$ cat src/rtl/fp16_normalize_pack_pkg.sv
// Shared widths, constants and the round/pack helper for the fp16 normalize/pack pipeline.
// Subnormal support is selected at build time with FP16_PACK_SUBNORMAL_EN.
package fp16_pkg;

    localparam int EXP_W   = 5;
    localparam int MAN_W   = 10;
    localparam int GRS_W   = 3;
    localparam int MAG_W   = 14;
    localparam int BIAS    = 15;
    localparam int EXP_MAX = 31;

    localparam logic [15:0] POS_INF = 16'h7C00;
    localparam logic [15:0] NEG_INF = 16'hFC00;

    typedef struct packed {
        logic               sign;
        logic [EXP_W:0]     exp;
        logic [MAG_W-1:0]   mag;
        logic               isInf;
        logic               isZero;
    } s1_t;

    // mag holds the aligned significand: [13] hidden, [12:3] mantissa, [2:0] guard/round/sticky.
    // A clear hidden bit after rounding means the value is subnormal, so the exponent field becomes 0.
    function automatic logic [15:0] roundPack(input logic sign,
                                              input logic [EXP_W:0] exp,
                                              input logic [MAG_W-1:0] mag);
        logic             inc;
        logic [MAN_W+1:0] sum;
        logic [EXP_W:0]   expOut;
        logic [MAN_W-1:0] man;
        inc = mag[GRS_W-1] & (mag[GRS_W-2] | mag[0] | mag[GRS_W]);
        sum = {1'b0, mag[MAG_W-1:GRS_W]} + {{(MAN_W+1){1'b0}}, inc};
        man = sum[MAN_W-1:0];
        if (sum[MAN_W+1]) begin
            expOut = exp + 6'd1;
        end else if (sum[MAN_W]) begin
            expOut = exp;
        end else begin
            expOut = '0;
        end
        if (expOut >= (EXP_W+1)'(EXP_MAX)) begin
            return sign ? NEG_INF : POS_INF;
        end
        return {sign, expOut[EXP_W-1:0], man};
    endfunction

endpackage

$ cat src/rtl/fp16_normalize_pack_if.sv
// Upstream sum / downstream fp16 handshake bundle for fp16_normalize_pack.
interface fp16_normalize_pack_if;
    import fp16_pkg::*;

    logic               i_valid;
    logic               o_ready;
    logic               i_sign;
    logic [EXP_W-1:0]   i_exp;
    logic [MAG_W-1:0]   i_magnitude;
    logic               i_overflow;
    logic               o_valid;
    logic               i_ready;
    logic [15:0]        o_fp16;

    modport slave (
        input  i_valid, i_sign, i_exp, i_magnitude, i_overflow, i_ready,
        output o_ready, o_valid, o_fp16
    );

    modport master (
        output i_valid, i_sign, i_exp, i_magnitude, i_overflow, i_ready,
        input  o_ready, o_valid, o_fp16
    );

endinterface

$ cat src/rtl/fp16_normalize_pack_lzc.sv
// Combinational leading-zero counter over the 14-bit sum magnitude; an all-zero input counts 14.
module fp16_lzc
    import fp16_pkg::*;
(
    input  logic [MAG_W-1:0] in_i,
    output logic [3:0]       count_o
);

    always_comb begin
        count_o = 4'(MAG_W);
        for (int i = 0; i < MAG_W; i++) begin
            if (in_i[i]) begin
                count_o = 4'(MAG_W - 1 - i);
            end
        end
    end

endmodule

$ cat src/rtl/fp16_normalize_pack.sv
// Two-stage normalize (carry/LZC/shift) and round/pack of a sign-magnitude sum into IEEE binary16.
// Define FP16_PACK_SUBNORMAL_EN to emit subnormals instead of flushing underflow to signed zero.
module fp16_normalize_pack
    import fp16_pkg::*;
(
    input  logic                  i_clk,
    input  logic                  i_rst,
    fp16_normalize_pack_if.slave  bus
);

    logic [3:0]       lzc;
    logic [EXP_W-1:0] limit;
    logic [EXP_W-1:0] shift;
    logic             underflow;
    logic             advance;

    s1_t              s1_d;
    s1_t              s1_q;
    logic             s1Valid_q;
    logic             s2Valid_q;
    logic [15:0]      fp16_d;
    logic [15:0]      fp16_q;

    fp16_lzc uLzc (
        .in_i    (bus.i_magnitude),
        .count_o (lzc)
    );

    assign advance     = !s2Valid_q || bus.i_ready;
    assign bus.o_ready = advance;
    assign bus.o_valid = s2Valid_q;
    assign bus.o_fp16  = fp16_q;

    // Normalizing left shift may not push the exponent below 1; underflow marks that clamp.
    always_comb begin
        s1_d      = '0;
        s1_d.sign = bus.i_sign;
        limit     = (bus.i_exp == '0) ? '0 : bus.i_exp - 5'd1;
        underflow = {1'b0, lzc} > limit;
        shift     = underflow ? limit : {1'b0, lzc};
        if (bus.i_exp == 5'(EXP_MAX)) begin
            s1_d.isInf = 1'b1;
        end else if (bus.i_overflow) begin
            s1_d.mag    = {1'b1, bus.i_magnitude[MAG_W-1:1]};
            s1_d.mag[0] = bus.i_magnitude[1] | bus.i_magnitude[0];
            s1_d.exp    = {1'b0, bus.i_exp} + 6'd1;
        end else if (bus.i_magnitude == '0) begin
            s1_d.isZero = 1'b1;
        end else begin
`ifdef FP16_PACK_SUBNORMAL_EN
            s1_d.mag = bus.i_magnitude << shift;
            s1_d.exp = {1'b0, bus.i_exp - shift};
`else
            if (underflow) begin
                s1_d.isZero = 1'b1;
            end else begin
                s1_d.mag = bus.i_magnitude << shift;
                s1_d.exp = {1'b0, bus.i_exp - shift};
            end
`endif
        end
    end

    always_comb begin
        fp16_d = roundPack(s1_q.sign, s1_q.exp, s1_q.mag);
        if (s1_q.isInf) begin
            fp16_d = s1_q.sign ? NEG_INF : POS_INF;
        end else if (s1_q.isZero) begin
            fp16_d = {s1_q.sign, 15'h0};
        end
    end

    // Both stages move together only when the output slot is free or being drained.
    always_ff @(posedge i_clk or posedge i_rst) begin
        if (i_rst) begin
            s1Valid_q <= 1'b0;
            s1_q      <= '0;
            s2Valid_q <= 1'b0;
            fp16_q    <= '0;
        end else if (advance) begin
            s1Valid_q <= bus.i_valid;
            if (bus.i_valid) begin
                s1_q <= s1_d;
            end
            s2Valid_q <= s1Valid_q;
            if (s1Valid_q) begin
                fp16_q <= fp16_d;
            end
        end
    end

endmodule

$ cat src/flat_wrapper.sv
// flat-port wrapper written by rule: the top's interface ports become plain ports
module fp16_normalize_pack_flat import fp16_pkg::*;
  (i_clk, i_rst, bus_i_valid, bus_i_sign, bus_i_exp, bus_i_magnitude, bus_i_overflow, bus_i_ready, bus_o_ready, bus_o_valid, bus_o_fp16);
  fp16_normalize_pack_if bus_i ();
  input  logic i_clk;
  input  logic i_rst;
  input wire logic [$bits(bus_i.i_valid)-1:0] bus_i_valid;
  input wire logic [$bits(bus_i.i_sign)-1:0] bus_i_sign;
  input wire logic [$bits(bus_i.i_exp)-1:0] bus_i_exp;
  input wire logic [$bits(bus_i.i_magnitude)-1:0] bus_i_magnitude;
  input wire logic [$bits(bus_i.i_overflow)-1:0] bus_i_overflow;
  input wire logic [$bits(bus_i.i_ready)-1:0] bus_i_ready;
  output wire logic [$bits(bus_i.o_ready)-1:0] bus_o_ready;
  output wire logic [$bits(bus_i.o_valid)-1:0] bus_o_valid;
  output wire logic [$bits(bus_i.o_fp16)-1:0] bus_o_fp16;
  assign bus_i.i_valid = bus_i_valid;
  assign bus_i.i_sign = bus_i_sign;
  assign bus_i.i_exp = bus_i_exp;
  assign bus_i.i_magnitude = bus_i_magnitude;
  assign bus_i.i_overflow = bus_i_overflow;
  assign bus_i.i_ready = bus_i_ready;
  assign bus_o_ready = bus_i.o_ready;
  assign bus_o_valid = bus_i.o_valid;
  assign bus_o_fp16 = bus_i.o_fp16;
  fp16_normalize_pack u_core (.i_clk(i_clk), .i_rst(i_rst), .bus(bus_i));
endmodule
$ cat config.mk
export PLATFORM = sky130hd
export DESIGN_NAME = fp16_normalize_pack_flat
export DESIGN_NICKNAME = d
export VERILOG_FILES = /design/src/rtl/fp16_normalize_pack_pkg.sv /design/src/rtl/fp16_normalize_pack_if.sv /design/src/rtl/fp16_normalize_pack_lzc.sv /design/src/rtl/fp16_normalize_pack.sv /design/src/flat_wrapper.sv
export SDC_FILE = /design/constraint.sdc
export NUM_CORES = 1
export LEC_CHECK = 0
export CORE_MARGIN = 4
export CORE_UTILIZATION = 60
export CTS_CLUSTER_SIZE = 12
export DETAILED_ROUTE_END_ITERATION = 10
export PLACE_DENSITY_LB_ADDON = 0.1
export SLEW_MARGIN = 20
export SYNTH_ARGS = -nofsm -noshare
export SYNTH_HDL_FRONTEND = slang
export SYNTH_SLANG_ARGS = --single-unit
$ cat constraint.sdc
create_clock -name i_clk -period 3.9 [get_ports i_clk]
set_input_delay 0.585 -clock i_clk [delete_from_list [all_inputs] [get_ports i_clk]]
set_output_delay 0.585 -clock i_clk [all_outputs]
set_load 0.02 [all_outputs]
==> impl_results.md <==
- Crit path DAT: just under 4 ns
- Seq pwr share: 36.2%
- Number of H-tree levels: 2
- Syn Inst Count: 374
- Combinational fraction of design power: 43.4%
- Core Rows: 26
- Crit path max fanout: 3
- Slew Viols, Final: 0
- Commonest non-fill, non-tap cell in the layout: buf_4
- Total power: 1750 µW
- #FFs+latches synth: 41
- Wirelength per Cell: between 15 and 20 µm
- Sequential fraction of the synthesis area: 31.9%
- DP HPWL: 7.56 mm
- Reg clk slew, reported paths: 0.08 ns
- Antenna violations before repair: 0
- Power Internal: around 1100 µW
- Die height: 81.2 µm
- Worst-margin pin slew: 0.659 ns
- Final hold violation count: 0
- Worst r2r src: u_core.s1_q[8]
- Remaining DRCs: 0
- Fraction of layout cells with a size suffix above 1: 24.9%
- Status: finished, final reports clean
- Rel. slew slack: 55.9%
- Slowest cell on crit path: clkdlybuf4s50_1
- CP Launch Type: input pin
- DR pass1 iterations: 5
- Antenna Cells: 0
- GRT Overall Usage: 32.3%
- Met3 Resource Use GR: 5.10%
- R2R depth: 7
- Die Width: between 80 and 90 µm
- Gpl congestion: 0.921
- Crit. End Element: flop
- Warnings, synthesis: 0
- Crit Path Category: in -> reg
- ANT nets after route: 0
- Most frequent cells in the layout: buf_4, dfrtp_1, nand2_1
- Asr flop ratio synth: 100%
- GRT met1 Usage: 37.0%
- Placed cell areas: around 4300 µm²
- Global route total overflow: 0
- Fmax: roughly 270 MHz
- Final setup violating endpoints: 0
- Critical path, cell by cell: clkdlybuf4s50_1, nor2_1, o31ai_2, a31oi_2, ha_1, and3_4, a221o_1, and2_4, mux2i_4, inv_2, ha_4, fa_2, xnor2_2, xnor2_1, nand2_1, o21ai_1, a22o_1
- CP max stage delay: approximately 0.49 ns
- DRT iter0 DRCs: 384
- Clock root buffer: clkbuf_8
- TritonCTS clock tree: built
- VDD IR max: ~0.29 mV
- Post-synth top area cell: dfrtp_1
- Post-Syn Area: 3210 µm²
- Clock Tree Buf Depth: 2
- Synth-to-Final Area Change: 39.3%
- CTS Hold Buffers Added: 0
- Pleak: 0.00212 µW
- Clock skew: 0.00433 ns
- Critical Path Source: bus_i_magnitude[1]
- Vias per cell: between 6 and 7
- Maximum number of pins on one net before global-route repair: 42
- Fillers: 276
- Fin nets: 519
- Die area: 6590 µm²
- Final wirelength: 10.3 mm
- Net Sw Frac: around 37%
- Max-Cap Viols: 0
- Clk network pwr share: 20.5%
- Fin crit share: 95.9%
- Io pins: between 40 and 50
- WP data required: 4.09 ns
- Final Util: 87.1%
- Net count of the mapped netlist: 412
- Largest cells by area after synthesis: dfrtp_1, mux2i_1, o21ai_0
- Number of buffers created by CTS: 5
- Core Region: 5140 µm²
- Worst Slack Setup Final: around 0.16 ns
- GR Util met2: between 50 and 60%
- NetSw: 653 µW
- Worst hold path class: reg -> reg
- WHS Path Cells: 2
- EDFF count, synth: 0
- IO buf count: 42
- Vias in the first global route: 3404
- Clk sinks: approximately 40
- Via count: 3471
- Hold Path Origin: u_core.bus.o_fp16[13]
- Mean Syn Cell Area: 8.59 µm²
- DP Worst Slack: -0.611 ns
- Finished Cell Area: 4480 µm²
- Synth cell types: 56
- Pwr/cell area: 392 nW/µm²
- First-pass GRT wire length: between 15 and 20 mm
- Tmin final: 3.74 ns
- Synth top area share: 31.9%
- Fin Setup TNS: 0 ns
- Main flop type after synthesis: dfrtp_1
- Clock latency on the worst-skew pair: 0.31 ns
- Initial Util: 62.5%
- Most used routing layer: met2
==> synth_stat cells (5+ instances only) <==
cell	instances
ha_1	12
and2_1	6
and3_1	5
mux2i_1	25
xor2_1	6
clkbuf_1	14
mux2_2	5
nand3_1	11
xnor2_1	9
a22oi_1	13
inv_1	20
o31ai_1	7
a21oi_1	17
o21ai_0	36
dfrtp_1	41
nor3_1	8
nor2_1	26
nand2_1	36
==> final cells by class <==
cell class	instances	area, µm²	share of cell area (%)
multi-input cells	291	2130	47.6
repair buffers	121	1040	23.2
flip-flops and latches	41	1030	22.9
well taps	70	87.6	1.96
clock buffers	7	86.3	1.93
inverters	21	78.8	1.76
clock inverters	1	30.0	0.671
==> path summary, 6_finish.rpt <==
kind | to | slack (ns)
min in group asynchronous | u_core.bus.o_fp16[0] | 0.70
worst max-delay path | u_core.s1_q[18] | 0.16
worst min-delay path | u_core.bus.o_fp16[13] | 0.49
worst min register to register | u_core.bus.o_fp16[13] | 0.49
worst max register to register | u_core.bus.o_fp16[4] | 0.90
max in group asynchronous | u_core.s1_q[1] | 2.85
==> repair_timing <==
item | in CTS | in global routing
pin swaps | 1 | 17
gates resized for setup | 6 | 26
buffers inserted | 0 | 1
endpoints found under the setup margin | 15 | 15
==> kinds of logic after synthesis <==
group | synth area share (%)
AO/OA/AOI/OAI | 22.1
adder cells (fa/ha/maj) | 5.92
multiplexers | 11.4
AND/OR/NAND/NOR | 18.4
buffers and inverters | 6.19
XOR/XNOR | 4.09
flip-flops | 31.9
==> stage by stage <==
| step | hold slack [ns] | cells |
|---|---|---|
| 5_1_grt | 0.496 | 552 |
| 4_1_cts | 0.487 | 551 |
| 3_5_place_dp | 0.470 | 543 |
| 3_3_place_gp | 0.461 | 543 |
| 6_report | 0.489 | 552 |
| 2_1_floorplan | 0.460 | 374 |
==> state kept, by name, summed over array words and instances, names as in the netlist <==
name	count
u_core.s1Valid_q	1
u_core.s1_q	23
u_core.bus.o_valid	1
u_core.bus.o_fp16	16
==> metal layers <==
layer	part of all wire (%)	routed length, µm
met1	38	3930
met5	0	0
met2	51	5200
met4	3.7	385
met3	7.4	758
==> power by group through the flow <==
| stage | Sequential (µW) | Clock (µW) | Combinational, µW |
|---|---|---|---|
| 2_1_floorplan | 683 | 0 | 344 |
| 3_3_place_gp | 620 | 0 | 696 |
| 3_5_place_dp | 632 | 0 | 723 |
| 4_1_cts | 628 | 356 | 748 |
| 5_1_grt | 645 | 374 | 813 |
| 6_report | 634 | 359 | 760 |
==> critical path: cells and delay by family <==
kind / cells / cell delay (ns)
buffers and inverters: 2 / 0.56
AND/OR/NAND/NOR: 4 / 0.48
adder cells (fa/ha/maj): 3 / 0.88
AO/OA/AOI/OAI: 5 / 0.97
multiplexers: 1 / 0.18
XOR/XNOR: 2 / 0.27
Note: power is estimated with default switching activity, not from simulation.
